`src/rtl/beat_line_deserializer.sv`:
```
// beat_line_deserializer
// Receiving end of the beat timing interface. Captures one serial store bit
// per digit pulse during each unblanked line, reassembles a LINE_LENGTH-bit
// word and publishes it, tagged action/scan, through a one-entry valid/ready
// buffer. Short lines, long lines and overruns raise one-cycle pulses.
module beat_line_deserializer #(
    parameter int LINE_LENGTH = 32
) (
    input  logic                             w_CLK,
    input  logic                             w_RST_N,
    input  logic                             w_BO_WF,
    input  logic                             w_HA_WF,
    input  logic                             w_DP,
    input  logic                             w_SERIAL,
    output logic [LINE_LENGTH-1:0]           w_WORD,
    output logic                             w_WORD_ACTION,
    output logic                             w_WORD_VALID,
    input  logic                             w_WORD_READY,
    output logic [$clog2(LINE_LENGTH+1)-1:0] w_DIGIT,
    output logic                             w_ERR_SHORT,
    output logic                             w_ERR_LONG,
    output logic                             w_OVERRUN
);

    localparam int CW = $clog2(LINE_LENGTH + 1);

    typedef enum logic [1:0] {
        SYNC    = 2'd0,
        COLLECT = 2'd1,
        FLYBACK = 2'd2
    } state_t;

    state_t                 state_q, state_d;
    logic                   bo_q;
    logic [LINE_LENGTH-1:0] shreg_q, shreg_d;
    logic [CW-1:0]          count_q, count_d;
    logic [LINE_LENGTH-1:0] word_q, word_d;
    logic                   action_q, action_d;
    logic                   valid_q, valid_d;
    logic                   err_short_q, err_short_d;
    logic                   err_long_q, err_long_d;
    logic                   overrun_q, overrun_d;

    logic fall, rise, accept, publish, line_full;

    assign fall      = bo_q & ~w_BO_WF;
    assign rise      = ~bo_q & w_BO_WF;
    assign accept    = valid_q & w_WORD_READY;
    assign line_full = (count_q == CW'(LINE_LENGTH));

    // Line FSM, digit capture and output-buffer next-state logic
    always_comb begin
        state_d     = state_q;
        shreg_d     = shreg_q;
        count_d     = count_q;
        word_d      = word_q;
        action_d    = action_q;
        valid_d     = valid_q;
        err_short_d = 1'b0;
        err_long_d  = 1'b0;
        overrun_d   = 1'b0;
        publish     = 1'b0;

        case (state_q)
            SYNC: begin
                if (fall) begin
                    state_d = COLLECT;
                    count_d = '0;
                    shreg_d = '0;
                end
            end
            COLLECT: begin
                // A strobe coincident with rise sees w_BO_WF=1 and is dropped
                if (w_DP && !w_BO_WF) begin
                    if (!line_full) begin
                        for (int unsigned i = 0; i < LINE_LENGTH; i++) begin
                            if (count_q == CW'(i)) shreg_d[i] = w_SERIAL;
                        end
                        count_d = count_q + CW'(1);
                    end else begin
                        err_long_d = 1'b1;
                    end
                end
                if (rise) begin
                    state_d = FLYBACK;
                    if (line_full) publish = 1'b1;
                    else           err_short_d = 1'b1;
                end
            end
            FLYBACK: begin
                if (fall) begin
                    state_d = COLLECT;
                    count_d = '0;
                    shreg_d = '0;
                end
            end
            default: state_d = SYNC;
        endcase

        // Acceptance frees the slot in the same cycle a new word may load
        if (accept) valid_d = 1'b0;
        if (publish) begin
            if (!valid_q || accept) begin
                word_d   = shreg_q;
                action_d = w_HA_WF;
                valid_d  = 1'b1;
            end else begin
                overrun_d = 1'b1;
            end
        end
    end

    // State and output registers, cleared by asynchronous reset
    always_ff @(posedge w_CLK or negedge w_RST_N) begin
        if (!w_RST_N) begin
            state_q     <= SYNC;
            bo_q        <= 1'b0;
            shreg_q     <= '0;
            count_q     <= '0;
            word_q      <= '0;
            action_q    <= 1'b0;
            valid_q     <= 1'b0;
            err_short_q <= 1'b0;
            err_long_q  <= 1'b0;
            overrun_q   <= 1'b0;
        end else begin
            state_q     <= state_d;
            bo_q        <= w_BO_WF;
            shreg_q     <= shreg_d;
            count_q     <= count_d;
            word_q      <= word_d;
            action_q    <= action_d;
            valid_q     <= valid_d;
            err_short_q <= err_short_d;
            err_long_q  <= err_long_d;
            overrun_q   <= overrun_d;
        end
    end

    assign w_WORD        = word_q;
    assign w_WORD_ACTION = action_q;
    assign w_WORD_VALID  = valid_q;
    assign w_DIGIT       = count_q;
    assign w_ERR_SHORT   = err_short_q;
    assign w_ERR_LONG    = err_long_q;
    assign w_OVERRUN     = overrun_q;

endmodule

```
`config.mk`:
```
export PLATFORM = sky130hd
export DESIGN_NAME = beat_line_deserializer
export DESIGN_NICKNAME = d
export VERILOG_FILES = /design/src/rtl/beat_line_deserializer.sv
export SDC_FILE = /design/constraint.sdc
export NUM_CORES = 1
export LEC_CHECK = 0
export ABC_CLOCK_PERIOD_IN_PS = 3800
export CORE_MARGIN = 2
export CORE_UTILIZATION = 35
export CTS_BUF_LIST = sky130_fd_sc_hd__clkbuf_8 sky130_fd_sc_hd__clkbuf_16
export DETAILED_ROUTE_END_ITERATION = 8
export GPL_ROUTABILITY_DRIVEN = 0
export PLACE_DENSITY = 0.56
export SYNTH_ARGS = -nofsm -noshare
export SYNTH_HDL_FRONTEND = slang
export SYNTH_SLANG_ARGS = --single-unit
```
`constraint.sdc`:
```
create_clock -name w_CLK -period 3.8 [get_ports w_CLK]
set_input_delay 0.38 -clock w_CLK [delete_from_list [all_inputs] [get_ports w_CLK]]
set_output_delay 0.38 -clock w_CLK [all_outputs]
set_load 0.005 [all_outputs]
```
Word-level counts from Yosys, hierarchy flattened

Index checks and enable logic that the tools add are counted.

Add/sub/neg operators: 1
Equal/unequal tests: 70
Mux-type cells: 56
Bitwise logic cells: 5
Reduce and logical (&&, ||, !) cells: 43

Operator list:

| operator                                       | number |
|---|---|
| AND reduction 5 bit                            | 32 |
| == test 6 x 5 -> 1 bit (second input constant) | 16 |
| 2-to-1 mux 32 bit                              | 3 |
| inequality test 2 bit (second input constant)  | 35 |
| one-hot mux 32 bit (2 select lines)            | 1 |
| == test 6 x 4 -> 1 bit (second input constant) | 8 |
| 2-to-1 mux 1 bit                               | 45 |
| == test 6 x 3 -> 1 bit (second input constant) | 4 |
| 2-to-1 mux 6 bit                               | 3 |
| == test 6 x 2 -> 1 bit (second input constant) | 2 |
| one-hot mux 6 bit (2 select lines)             | 1 |
| adder 6 x 1 -> 6 bit (second input constant)   | 1 |
| == test 6 x 1 -> 1 bit (second input constant) | 1 |
| == test 6 bit (second input constant)          | 1 |
| logical NOT 6 bit                              | 1 |
| 2-to-1 mux 2 bit                               | 2 |
| one-hot mux 2 bit (2 select lines)             | 1 |
| AND reduction 2 bit                            | 2 |
| AND reduction 4 bit                            | 1 |
| bitwise AND 1 bit                              | 3 |
| == test 2 x 1 -> 1 bit (second input constant) | 1 |
| == test 2 bit (second input constant)          | 1 |
| logical NOT 1 bit                              | 2 |
| logical NOT 2 bit                              | 1 |
| 6 further kinds                                | 7 |

Register bits: 78
Input bits: 7
Output and inout bits: 43
Logic and storage cells: 216

Longest topological paths before layout

Depth in word-level cells: 5
Mapped depth: 8
Mapped depth without buffers: 6

Least setup slack after synthesis

No wires, ideal clock.

Kind: register to register
Start: register count_q[0], in the netlist w_DIGIT[0]
End: register word_q[10], in the netlist w_WORD[10]
Setup time: 0.125 ns
Arrival: 2.034 ns
Data required time: 3.675 ns
Setup slack: 1.642 ns
Cell stages (with the launch flop): 9
Buffers on the path: 2
Period minus slack after synthesis: 2.158 ns
Path through: dfrtp_1 inv_1 ha_1 nor4b_4 nand4_1 nor2b_1 buf_4 buf_12 mux2_2

Word-level cells in the longest chain between the ends: 5

RTL lines:

| what                          | line | text |
|---|---|---|
| start, declared               | 36   | `logic [CW-1:0] count_q, count_d;` |
| start signal, assigned        | 130  | `count_q <= count_d;` |
| == test 6 bit                 | 49   | `assign line_full = (count_q == CW'(LINE_LENGTH));` |
| 2-to-1 mux 1 bit              | 86   | `if (line_full) publish = 1'b1;` |
| 2-to-1 mux 1 bit              | 84   | `if (rise) begin` |
| 2-to-1 mux 1 bit              | 64   | `case (state_q)` |
| AND reduction 2 bit (no line) | n/a  |  |
| end signal, assigned          | 131  | `word_q <= word_d;` |
| end, declared                 | 37   | `logic [LINE_LENGTH-1:0] word_q, word_d;` |

Every way passes these cells.
A chain may end at the register's enable or synchronous reset.

Worst setup path after layout

Start: register count_q[0], in the netlist w_DIGIT[0]
End: register word_q[30], in the netlist w_WORD[30]

The elaborated chain is that of the path after synthesis.

==> flow_summary.toml <==
[clock_network]
clkTransAtPathRegs_ns = 0.08
cts_setup_buffers = 0
cts_made_buffers = 9
cts_resized = 0
ctsLongestPathBuffers = 2
cts_tree = "built"
clock_sinks = 78
ctsHoldBuffers = 0
clkLatencyLatePin_ns = 0.34
cts_htree_levels = 3
cts_root_buf = "clkbuf_8"

[grt]
grt_antenna_before_repair = 0
grt_remaining_overflow = 0
track_usage_pct = 14.6
grt_pass1_wl_mm = 12.9
grt_pass1_vias = 2516
grt_max_degree = 79

[worst_setup_path]
slowest_delay_ns = 0.48
regToRegEndpoint = "w_WORD[30]"
cp_data_required_time_ns = 4.02
reg2reg_depth = 7
rr_startpoint = "w_DIGIT[0]"
critPathBufInv = 2
r2r_slack_ns = 1.07
startpoint_type = "flip-flop"
cp-end-kind = "flip-flop"
critPathKind = "reg -> reg"
crit_fanout = 31
cpMaxStageDelayCell = "dfrtp_1"
path_delay_family = "simple AND/OR/NAND/NOR gates"
arrival_ns = 2.95
cp_cell_sequence = "inv_1, ha_1, nor4b_4, nand4_1, nor2b_2, buf_4, mux2_2"

[synth]
ys_ff_latch = 78
synth.distinct_cells = 37
synth-edff-count = 0
yosysWarnings = 0
yosys.area.top_type = "dfrtp_1"
synth_area_leaders = "dfrtp_1 (53%), mux2_2 (9.5%), mux2i_1 (9.3%), o21ai_0 (6.5%), inv_1 (3.9%)"
async_reset_ff_share_pct = 100
synth_flop_cell = "dfrtp_1"
synth_area_per_cell_um2 = 11.4
synth.top_cell.area_share_pct = 53.2
synth_cells = 323
synth_area_mm2 = 0.00367
synth_seq_area_share_pct = 53.2
syn-num-nets = 335

[detailed_routing]
vias = 2443
wire_per_inst_um = 14.8
viasPerCell = 4.80
first_pass_iters = 4
final_antenna_net_count = 0
wirelength_mm = 7.53
drc = 0
dr.first_iter.drc_count = 133

[placed_design]
place_hpwl_mm = 5.00
io_buffer_count = 49

[sta]
max_freq_ghz = 0.366
setup_viol = 0
slew_violations = 0
finClkSkew_ns = 0.0129
tightest_slew_ns = 0.967
finalHoldViolCount = 0
setup_tns_ns = 0
finalCriticalPeriod_ns = 2.73
rsz0062_at_grt = "no"
slew_headroom_pct = 35.6
fin_crit_sh_pct = 71.9

[outcome]
status = "completed"

[layout]
drive_gt1_share_pct = 14.7
insertedDiodeCount = 0
regArea_mm2 = 0.00195
synthToLayoutAreaGrowth_pct = 20.1
multi_input_area_mm2 = 0.00145
fillers = 983
final_nets = 381

[job]
cap_violations = 0

[floorplan]
ios = 50
die_w_um = 106
core.rowCount = 37
dieArea_mm2 = 0.0113
start_util_pct = 35.9
die-height_um = 106
core-area_mm2 = 0.0102

[hold_path]
hold_path_class = "in -> async"

[power_and_ir_drop]
p_leak_nw = 2.06
finalPower_mw = 2.43
power_density_mw_per_mm2 = 550
ir_drop_mv = 0.179
-- stage by stage --
stage | hold WS, ns | util [%] | setup WS, ns | cell area (um2) | cells
finish | 0.175 | 43.1 | 1.07 | 4410 | 509
global route | 0.266 | 43.1 | 0.841 | 4410 | 509
CTS | 0.227 | 43.1 | 1.05 | 4410 | 509
detailed placement | 0.485 | 41.4 | 1.06 | 4240 | 494
global placement | 0.468 | 41.4 | 1.21 | 4240 | 494
floorplan | 0.0844 | - | 1.64 | 3670 | 323
-- cell type report --
class | instances | area share, %
clock buffers | 11 | 3.43
clock inverters | 4 | 0.539
inverters | 38 | 3.23
multi-input cells | 188 | 32.8
flip-flops and latches | 78 | 44.3
well taps | 136 | 3.86
repair buffers | 54 | 11.9
-- worst register-to-register path, stage by stage, from the launching register on --
cell	delay, ns
dfrtp_1	0.48
inv_1	0.15
ha_1	0.31
nor4b_4	0.39
nand4_1	0.23
nor2b_2	0.25
buf_4	0.41
mux2_2	0.40
-- synthesized netlist by cell type (3+ instances only) --
cell type,number
o21ai_1,3
nand2_1,6
nand3b_1,6
o21ai_0,48
clkbuf_1,6
nor2_1,5
mux2_2,31
mux2i_1,34
dfrtp_1,78
nor2b_1,3
buf_12,3
ha_1,5
a21oi_1,15
nand2b_1,5
buf_2,6
inv_1,38
a31oi_1,6
-- state kept, by name, indices dropped and copies added (netlist names), 2 cells and up --
signal   count
w_DIGIT      6
shreg_q     32
w_WORD      32
state_q      2
-- worst max-delay path by stage --
| stage | cells after the start | endpoint | slack [ns] | start |
|---|---|---|---|---|
| global route | 7 | w_WORD[30] | 0.84 | w_DIGIT[0] |
| global placement | 7 | w_WORD[0] | 1.21 | w_DIGIT[0] |
| finish | 7 | w_WORD[30] | 1.07 | w_DIGIT[0] |
| detailed placement | 7 | w_WORD[11] | 1.06 | w_DIGIT[0] |
| CTS | 7 | w_WORD[13] | 1.05 | w_DIGIT[0] |
| floorplan | 8 | w_WORD[10] | 1.64 | w_DIGIT[0] |
-- metal layers --
| metal | global-route usage, % | share of wire (%) |
|---|---|---|
| met5 | 0 | 0 |
| met4 | 5.84 | 1.0 |
| met3 | 3.49 | 3.9 |
| met2 | 20.8 | 46 |
| met1 | 21.2 | 50 |
-- cell families after synthesis --
logic type,synth area share (%)
compound gates,11.5
fa+ha+maj,1.70
buf+inv,7.67
flops,53.2
mux,19.4
simple gates,6.54
-- cell usage in the layout (no fill, tap or decap), types with 2 or more instances in the layout --
master | synthesis | final
clkdlybuf4s50_1 | 0 | 48
o21ai_0 | 48 | 48
clkinvlp_4 | 0 | 2
a21oi_1 | 15 | 15
inv_1 | 38 | 39
ha_1 | 5 | 5
nor2b_1 | 3 | 2
nor4b_1 | 2 | 2
mux2i_1 | 34 | 34
buf_4 | 1 | 6
nor2_1 | 5 | 5
mux2_2 | 31 | 31
a31oi_1 | 6 | 6
nand2_1 | 6 | 6
nor4_1 | 2 | 2
dfrtp_1 | 78 | 78
nand4_1 | 2 | 2
clkbuf_8 | 0 | 11
o21ai_1 | 3 | 3
nand2b_1 | 5 | 5
mux2_1 | 2 | 2
nand3b_1 | 6 | 6
-- power breakdown --
part,switching (mW),total (mW),leakage (nW),internal (mW)
Sequential,0.187,1.22,1.01,1.03
Combinational,0.351,0.655,0.964,0.303
Clock,0.292,0.558,0.0886,0.266
Total,0.830,2.43,2.06,1.60
(Power assumes the default switching activity.)
